**config.mk**
```make
export PLATFORM = sky130hd
export DESIGN_NAME = date_set_ctrl
export DESIGN_NICKNAME = d
export VERILOG_FILES = /design/src/rtl/date_set_ctrl.sv
export SDC_FILE = /design/constraint.sdc
export NUM_CORES = 1
export LEC_CHECK = 0
export CAP_MARGIN = 25
export CORE_MARGIN = 4
export CORE_UTILIZATION = 45
export DETAILED_ROUTE_END_ITERATION = 10
export GPL_ROUTABILITY_DRIVEN = 0
export PLACE_DENSITY = 0.79
export SKIP_LAST_GASP = 1
export SYNTH_ARGS = -nofsm -noshare
export SYNTH_HDL_FRONTEND = slang
export SYNTH_SLANG_ARGS = --single-unit
```
**constraint.sdc**
```tcl
create_clock -name clk -period 3.3 [get_ports clk]
set_input_delay 0.825 -clock clk [delete_from_list [all_inputs] [get_ports clk]]
set_output_delay 0.825 -clock clk [all_outputs]
set_load 0.02 [all_outputs]
```
**src/rtl/date_set_ctrl.sv**
```systemverilog
// Front-panel date editor: captures the running date, edits day/month/year, then strobes date_ow.
// Define DATE_SET_FULL_LEAP_EN for the full Gregorian leap rule; by default year[1:0]==0 is leap.
module date_set_ctrl #(
  parameter int          OW_CYCLES      = 2,
  parameter int          TIMEOUT_CYCLES = 1000000,
  parameter logic [11:0] RESET_YEAR     = 12'd2000
) (
  input  logic        clk,
  input  logic        rst_n,
  input  logic        btn_mode,
  input  logic        btn_up,
  input  logic        btn_down,
  input  logic [20:0] date_cur,
  output logic [20:0] date_in,
  output logic        date_ow,
  output logic        editing,
  output logic [1:0]  field_sel
);

  typedef enum logic [2:0] {IDLE, EDIT_DAY, EDIT_MONTH, EDIT_YEAR, COMMIT} state_t;

  localparam int             TW      = $clog2(TIMEOUT_CYCLES + 1);
  localparam logic [TW-1:0]  TO_LAST = TW'(TIMEOUT_CYCLES - 1);
  localparam logic [3:0]     OW_LAST = 4'(OW_CYCLES);

  function automatic logic is_leap(input logic [11:0] y);
`ifdef DATE_SET_FULL_LEAP_EN
    return (y[1:0] == 2'b00) && (((y % 12'd100) != 12'd0) || ((y % 12'd400) == 12'd0));
`else
    return (y[1:0] == 2'b00);
`endif
  endfunction

  function automatic logic [4:0] max_day(input logic [3:0] m, input logic [11:0] y);
    case (m)
      4'd2:                    return is_leap(y) ? 5'd29 : 5'd28;
      4'd4, 4'd6, 4'd9, 4'd11: return 5'd30;
      default:                 return 5'd31;
    endcase
  endfunction

  // Buttons packed as {mode, up, down}: two sync flops, then a rising-edge detect.
  logic [2:0] btn_raw, sync1_reg, sync2_reg, prev_reg, evt;
  assign btn_raw = {btn_mode, btn_up, btn_down};
  assign evt     = sync2_reg & ~prev_reg;

  always_ff @(posedge clk or negedge rst_n) begin
    if (!rst_n) begin
      sync1_reg <= '0;
      sync2_reg <= '0;
      prev_reg  <= '0;
    end else begin
      sync1_reg <= btn_raw;
      sync2_reg <= sync1_reg;
      prev_reg  <= sync2_reg;
    end
  end

  logic evt_mode, evt_up, evt_step;
  assign evt_mode = evt[2];
  assign evt_up   = evt[1];
  assign evt_step = evt[1] ^ evt[0];

  state_t         state_reg;
  logic [4:0]     day_reg, saved_day_reg;
  logic [3:0]     month_reg, saved_month_reg;
  logic [11:0]    year_reg, saved_year_reg;
  logic [TW-1:0]  to_cnt_reg;
  logic [3:0]     ow_cnt_reg;
  logic           date_ow_reg, editing_reg;
  logic [1:0]     field_sel_reg;

  // Candidate values for a single up/down step of each field, with the day clamped.
  logic [4:0]  md_cur, day_step, md_month, day_clamp_m, md_year, day_clamp_y;
  logic [3:0]  month_step;
  logic [11:0] year_step;

  assign md_cur      = max_day(month_reg, year_reg);
  assign day_step    = evt_up ? ((day_reg >= md_cur) ? 5'd1 : day_reg + 5'd1)
                              : ((day_reg <= 5'd1) ? md_cur : day_reg - 5'd1);
  assign month_step  = evt_up ? ((month_reg >= 4'd12) ? 4'd1 : month_reg + 4'd1)
                              : ((month_reg <= 4'd1) ? 4'd12 : month_reg - 4'd1);
  assign md_month    = max_day(month_step, year_reg);
  assign day_clamp_m = (day_reg > md_month) ? md_month : day_reg;
  assign year_step   = evt_up ? year_reg + 12'd1 : year_reg - 12'd1;
  assign md_year     = max_day(month_reg, year_step);
  assign day_clamp_y = (day_reg > md_year) ? md_year : day_reg;

  // Sanitized capture of the running date.
  logic [4:0]  cap_day_raw, md_cap, cap_day;
  logic [3:0]  cap_month;
  logic [11:0] cap_year;

  assign cap_month   = (date_cur[15:12] == 4'd0 || date_cur[15:12] > 4'd12) ? 4'd1 : date_cur[15:12];
  assign cap_year    = date_cur[11:0];
  assign md_cap      = max_day(cap_month, cap_year);
  assign cap_day_raw = (date_cur[20:16] == 5'd0) ? 5'd1 : date_cur[20:16];
  assign cap_day     = (cap_day_raw > md_cap) ? md_cap : cap_day_raw;

  always_ff @(posedge clk or negedge rst_n) begin
    if (!rst_n) begin
      state_reg       <= IDLE;
      day_reg         <= 5'd1;
      month_reg       <= 4'd1;
      year_reg        <= RESET_YEAR;
      saved_day_reg   <= 5'd1;
      saved_month_reg <= 4'd1;
      saved_year_reg  <= RESET_YEAR;
      to_cnt_reg      <= '0;
      ow_cnt_reg      <= '0;
      date_ow_reg     <= 1'b0;
      editing_reg     <= 1'b0;
      field_sel_reg   <= 2'd0;
    end else begin
      case (state_reg)
        IDLE: begin
          date_ow_reg <= 1'b0;
          if (evt_mode) begin
            day_reg         <= cap_day;
            month_reg       <= cap_month;
            year_reg        <= cap_year;
            saved_day_reg   <= cap_day;
            saved_month_reg <= cap_month;
            saved_year_reg  <= cap_year;
            to_cnt_reg      <= '0;
            state_reg       <= EDIT_DAY;
            editing_reg     <= 1'b1;
            field_sel_reg   <= 2'd1;
          end
        end

        EDIT_DAY, EDIT_MONTH, EDIT_YEAR: begin
          if (evt_mode) begin
            to_cnt_reg <= '0;
            case (state_reg)
              EDIT_DAY: begin
                state_reg     <= EDIT_MONTH;
                field_sel_reg <= 2'd2;
              end
              EDIT_MONTH: begin
                state_reg     <= EDIT_YEAR;
                field_sel_reg <= 2'd3;
              end
              default: begin
                state_reg     <= COMMIT;
                editing_reg   <= 1'b0;
                field_sel_reg <= 2'd0;
                ow_cnt_reg    <= '0;
              end
            endcase
          end else if (evt_step) begin
            to_cnt_reg <= '0;
            case (state_reg)
              EDIT_DAY: day_reg <= day_step;
              EDIT_MONTH: begin
                month_reg <= month_step;
                day_reg   <= day_clamp_m;
              end
              default: begin
                year_reg <= year_step;
                day_reg  <= day_clamp_y;
              end
            endcase
          end else if (to_cnt_reg == TO_LAST) begin
            // Abandoned edit: put back what was captured and drop out without a write.
            day_reg       <= saved_day_reg;
            month_reg     <= saved_month_reg;
            year_reg      <= saved_year_reg;
            to_cnt_reg    <= '0;
            state_reg     <= IDLE;
            editing_reg   <= 1'b0;
            field_sel_reg <= 2'd0;
          end else begin
            to_cnt_reg <= to_cnt_reg + TW'(1);
          end
        end

        COMMIT: begin
          if (ow_cnt_reg < OW_LAST) begin
            date_ow_reg <= 1'b1;
            ow_cnt_reg  <= ow_cnt_reg + 4'd1;
          end else begin
            date_ow_reg <= 1'b0;
            state_reg   <= IDLE;
          end
        end

        default: begin
          state_reg     <= IDLE;
          date_ow_reg   <= 1'b0;
          editing_reg   <= 1'b0;
          field_sel_reg <= 2'd0;
        end
      endcase
    end
  end

  assign date_in   = {day_reg, month_reg, year_reg};
  assign date_ow   = date_ow_reg;
  assign editing   = editing_reg;
  assign field_sel = field_sel_reg;

endmodule

```
== Word level (Yosys, flattened, before mapping) ==
Cells that the tools add are included.
Operators by class
  $add $sub $neg: 8
  multipliers: 0
  reduce and logical (&&, ||, !) cells: 23
  bitwise gates (word level): 4
  muxes and demuxes: 67
  shifts and indexed selects: 0
  $lt $le $gt $ge: 9
  eq/ne operators: 34
  div/mod/pow operators: 0
Operator list (number)
  20-bit two-way mux: 4
  12-bit two-way mux: 6
  5-bit two-way mux: 11
  4-bit two-way mux: 12
  20-bit case mux with 2 select lines: 1
  4-bit by 3-bit == test with 1-bit output (second input constant): 6
  4-bit == test (second input constant): 6
  12-bit case mux with 2 select lines: 1
  20-bit by 1-bit adder with 20-bit output (second input constant): 1
  20-bit == test (second input constant): 1
  2-bit case mux with 2 select lines: 5
  5-bit case mux with 2 select lines: 2
  3-bit != test (second input constant): 6
  4-bit case mux with 2 select lines: 2
  5-bit > comparator: 3
  3-bit two-way mux: 5
  5-bit AND reduction: 3
  12-bit by 1-bit adder with 12-bit output (second input constant): 1
  4-bit by 2-bit == test with 1-bit output (second input constant): 3
  2-bit != test (second input constant): 6
  4-bit AND reduction: 3
  4-bit OR reduction: 3
  12-bit by 1-bit subtractor with 12-bit output (second input constant): 1
  1-bit two-way mux: 9
  other kinds (35): 44
Word-level totals
  memories: 0
  latch bits: 0
  register bits after elaboration: 82
  bits in read-only memories: 0
  logic and storage cells: 160
  input port bits: 26
  RAM bits: 0

== Longest topological paths before layout ==
  depth after elaboration: 12
  depth in mapped cells: 17

== Worst setup path before layout ==
OpenSTA, ideal clock, no wires.
  path kind: reg2reg
  start point: register month_reg[0]
  end point: register day_reg[3]
  path buffers: 1
  stages on the path, launching flop included: 14
  slack: -0.338 ns
  period minus slack after synthesis: 3.638 ns
  data required time: 3.175 ns
  arrival: 3.513 ns
  path through: dfstp_2 > inv_1 > ha_1 > o311ai_0 > nand4_1 > a311o_1 > and3_1 > inv_1 > ha_1 > a2111oi_0 > o21bai_1 > a311o_1 > buf_6 > mux2_4
On the way
  longest elaborated chain between the ends: 10
  elaborated cells on any way between the ends: 34
  classes of those cells: 2 x add/sub; 5 x order compare; 12 x eq/ne; 12 x mux; 3 x reduce/logical
RTL lines
  start, declared: RTL line 66  | logic [3:0] month_reg, saved_month_reg;
  start signal, assigned: RTL line 120  | month_reg <= cap_month;
  start signal, assigned: RTL line 156  | month_reg <= month_step;
  start signal, assigned: RTL line 167  | month_reg <= saved_month_reg;
  branches (longest 10 deep; another with 5-bit > comparator)
  end signal, assigned: RTL line 119  | day_reg <= cap_day;
  end signal, assigned: RTL line 154  | EDIT_DAY: day_reg <= day_step;
  end signal, assigned: RTL line 157  | day_reg <= day_clamp_m;
  end, declared: RTL line 65  | logic [4:0] day_reg, saved_day_reg;
Several ways; the timed one is not identified. The select of a mux whose other input is x is not followed.
A chain may end at the register's enable or synchronous reset.

== Final worst setup path ==
Ends and elaborated chain as after synthesis.

==> summary.md <==
| Metric | Value |
|---|---|
| Initial Util | between 40% and 50% |
| Synth Area per Inst | about 8.3 sq um |
| DRC Markers | 0 |
| Maximum operating frequency | slightly above 300 MHz |
| Cell row count | 39 |
| Measured slew at the worst slew-check pin | roughly 0.78 ns |
| Vias per cell | roughly 6.1 |
| Fin crit share | 100% |
| Fin. Hold Viols | 0 |
| WHS Path Cells | 0 |
| CTS clk-pin slew, worst paths | 0.06 ns |
| Min cycle time layout | approximately 3.3 ns |
| Drt first pass iters | 5 |
| H-tree depth | 3 |
| Failing checks | setup timing |
| RSZ-0062 raised after global routing | yes |
| CTS root buf | clkbuf_16 |
| Skew final | about 0.0073 ns |
| Total track usage | roughly 21% |
| Fraction of post-synthesis cell area in the top cell type by area | around a third |
| CTS tree | built |
| Async SR Flop Fraction | 100% |
| Critical Path Max Stage Delay | roughly 0.58 ns |
| Top Family by Delay on Critical Path | compound AO/OA/AOI/OAI gates |
| HPWL Detailed | between 9000 and 10000 microns |
| Syn Nets | between 600 and 700 |
| Initial antenna violation count | 0 |
| Mapped Area | around 0.0053 sq mm |
| Syn. warnings | 0 |
| Chip width | approximately 120 microns |
| Maxcap violations | 0 |
| Vias in the first global route | approximately 5000 |
| Initial drt markers | roughly 450 |
| Crit-path max FO | 5 |
| CP max stage cell | dfstp_2 |
| Final setup violation count | 1 |
| Global-route wire length before repair | ~23000 microns |
| Peak supply drop | around 0.53 mV |
| Clock buffer depth | 2 |
| Area after DPL | 0.00607 sq mm |
| Sequential share of the synthesized area | roughly two fifths |
| Final Power | 6.32 mW |
| Buf+Inv Stages, Crit Path | 2 |
| PwrDens | between 900 and 1000 mW/mm^2 |
| Vias | ~5000 |
| Setup ws final | -0.00865 ns |
| Die area | 0.0135 sq mm |
| Setup crit start kind | flip-flop |
| Cells on worst reg2reg path | 12 |
| Cts hold-fix bufs | 0 |
| DRT Wirelength | 14400 microns |
| CTS Buf Count | 9 |
| Layout cell share with drive strength beyond 1 | between 10% and 20% |
| Average routed wire per standard cell | 17.2 microns |
| Worst setup EP type | flip-flop |
| Critical Path, Cell by Cell | buf_4, ha_4, mux2_2, o21ai_2, a311o_1, and3_4, inv_2, ha_4, a2111oi_4, o21bai_1, a311o_2, mux2_4 |
| Core Box Area | approximately 0.011 sq mm |
| Max reg flops | 20 |
| Reg area | between 0.002 and 0.0025 sq mm |
| Synth-to-Final Area Change | 24.0% |
| Status | complete, but fails checks |
| Crit Path Category | reg -> reg |
| ANT cells | 0 |
| Clk sinks | roughly 80 |
| Worst-Skew Late Latency | around 0.34 ns |
| Distinct cell type count after synthesis | 63 |
| Sum Neg Setup Slack | -0.00865 ns |
| Min-delay src | sync1_reg[2] |
| Synth top area cells | dfrtp_1 (31%), dfstp_2 (8.0%), nand2_1 (7.4%), ha_1 (6.6%), o21ai_0 (6.2%) |
| Fin cells | 840 |
| Crit Reg-Reg Startpoint | month_reg[0] |
| Worst Hold Path EP | sync2_reg[2] |
| Global route overflow | 0 |
| Yosys top cell by area | dfrtp_1 |
| Worst path depth | 12 |
| I/O Pins | 51 |
| Yosys reg bits | 82 |
| Filler cell count | just over 1000 |
| Max-slew violations | 0 |
| Hold Path Class | reg -> reg |
| Flop-to-flop setup slack | -0.009 ns |
| CP arrival | 3.53 ns |
| Leakage | ~2.8 nW |
| Relative slew margins | between 40% and 50% |
| Multi-input logic area | 0.00313 sq mm |
| Commonest non-fill, non-tap cell in the layout | nand2_1 |
| Post-Synthesis Cells | about 630 |
| Post-route cell area | about 0.0065 sq mm |
| Placed insts | approximately 800 |
| Die height | between 100 and 150 microns |
| Worst EP required | around 3.5 ns |
| Antenna Violating Nets Remaining | 0 |
| Most frequent cells in the layout | nand2_1 (104), dfrtp_1 (65), o21ai_0 (64) |
| NumNets Final | 747 |
| Cell mode on critical path | ha_4 |
| Largest net degree at the start of global routing | 61 |
| PortBufs | 50 |
| Hold slack | 0.348 ns |
| RR Endpoint | day_reg[3] |
| Ys flop type | dfrtp_1 |
| Number of enable flip-flop cells after synthesis | 0 |
[per-stage QoR]
stage	setup WS (ns)	util (%)
floorplan	0.0135	-
global placement	0.0206	53.1
detailed placement	-0.131	53.1
CTS	0.00202	56.8
global route	-0.118	57.2
finish	-0.00865	57.2
[timing repair]
item	4_1_cts	5_1_grt
setup buffers	4	0
resized for setup	11	9
setup endpoints to repair	6	6
pin swaps	7	8
cloned	1	0
[cell type report]
cell class | count | area share (%)
Sequential cell | 82 | 31.7
Multi-Input combinational cell | 493 | 47.9
Inverter | 24 | 1.42
Clock inverter | 5 | 0.574
Tap cell | 143 | 2.74
Clock buffer | 11 | 3.87
Timing Repair Buffer | 82 | 11.7
[Yosys cell counts, types with 6 or more instances]
cell type	instances
nor2b_1	6
dfrtp_1	66
nor3_1	13
a211oi_1	7
o31ai_1	9
a31oi_1	7
o22ai_1	6
a21oi_1	35
dfstp_2	16
xor2_1	9
o21ai_0	65
inv_1	22
nand4_1	9
nand2_1	104
ha_1	28
nand3_1	30
nor2_1	57
xnor2_1	11
clkbuf_1	26
o211ai_1	10
and3_1	7
[worst reg2reg max path, stage by stage (launching register included)]
cell	delay, ns
dfstp_2	0.58
buf_4	0.14
ha_4	0.15
mux2_2	0.34
o21ai_2	0.18
a311o_1	0.17
and3_4	0.20
inv_2	0.04
ha_4	0.22
a2111oi_4	0.29
o21bai_1	0.12
a311o_2	0.46
mux2_4	0.31
[worst max path at each step]
stage,start,end,slack [ns]
after floorplan,month_reg[0],day_reg[3],0.01
after global placement,month_reg[0],day_reg[3],0.02
after detailed placement,month_reg[0],day_reg[3],-0.13
after CTS,month_reg[0],day_reg[3],0.002
after global routing,month_reg[0],day_reg[3],-0.12
final,month_reg[0],day_reg[3],-0.009
[cell families (layout without fill, tap and decap cells)]
logic type	count (synthesis)	in the layout	share of synthesized area, %
mux	9	9	1.88
simple gates	251	251	21.7
compound gates	183	184	22.1
buf+inv	57	122	4.61
flops	82	82	39.3
fa+ha+maj	29	29	7.03
xor+xnor	20	20	3.32
[layer usage]
layer  part of all wire [%]  vias to the layer above  wire, microns  global-route usage, %
met5                      0                        -              0                      0
met4                    3.5                        0            502                   10.5
met3                    5.9                       52            845                   3.89
met2                     49                      186           6990                   35.3
met1                     42                     2493           6060                   27.4
li1                       -                     2396              -                      -
[report_power, final]
part,switching (mW),internal [mW],leakage [nW],total (mW)
Clock,0.423,0.554,0.138,0.977
Combinational,1.99,1.60,1.63,3.59
Sequential,0.368,1.39,1.01,1.76
Total,2.79,3.54,2.77,6.32
Power figures use the tool's default switching activity.
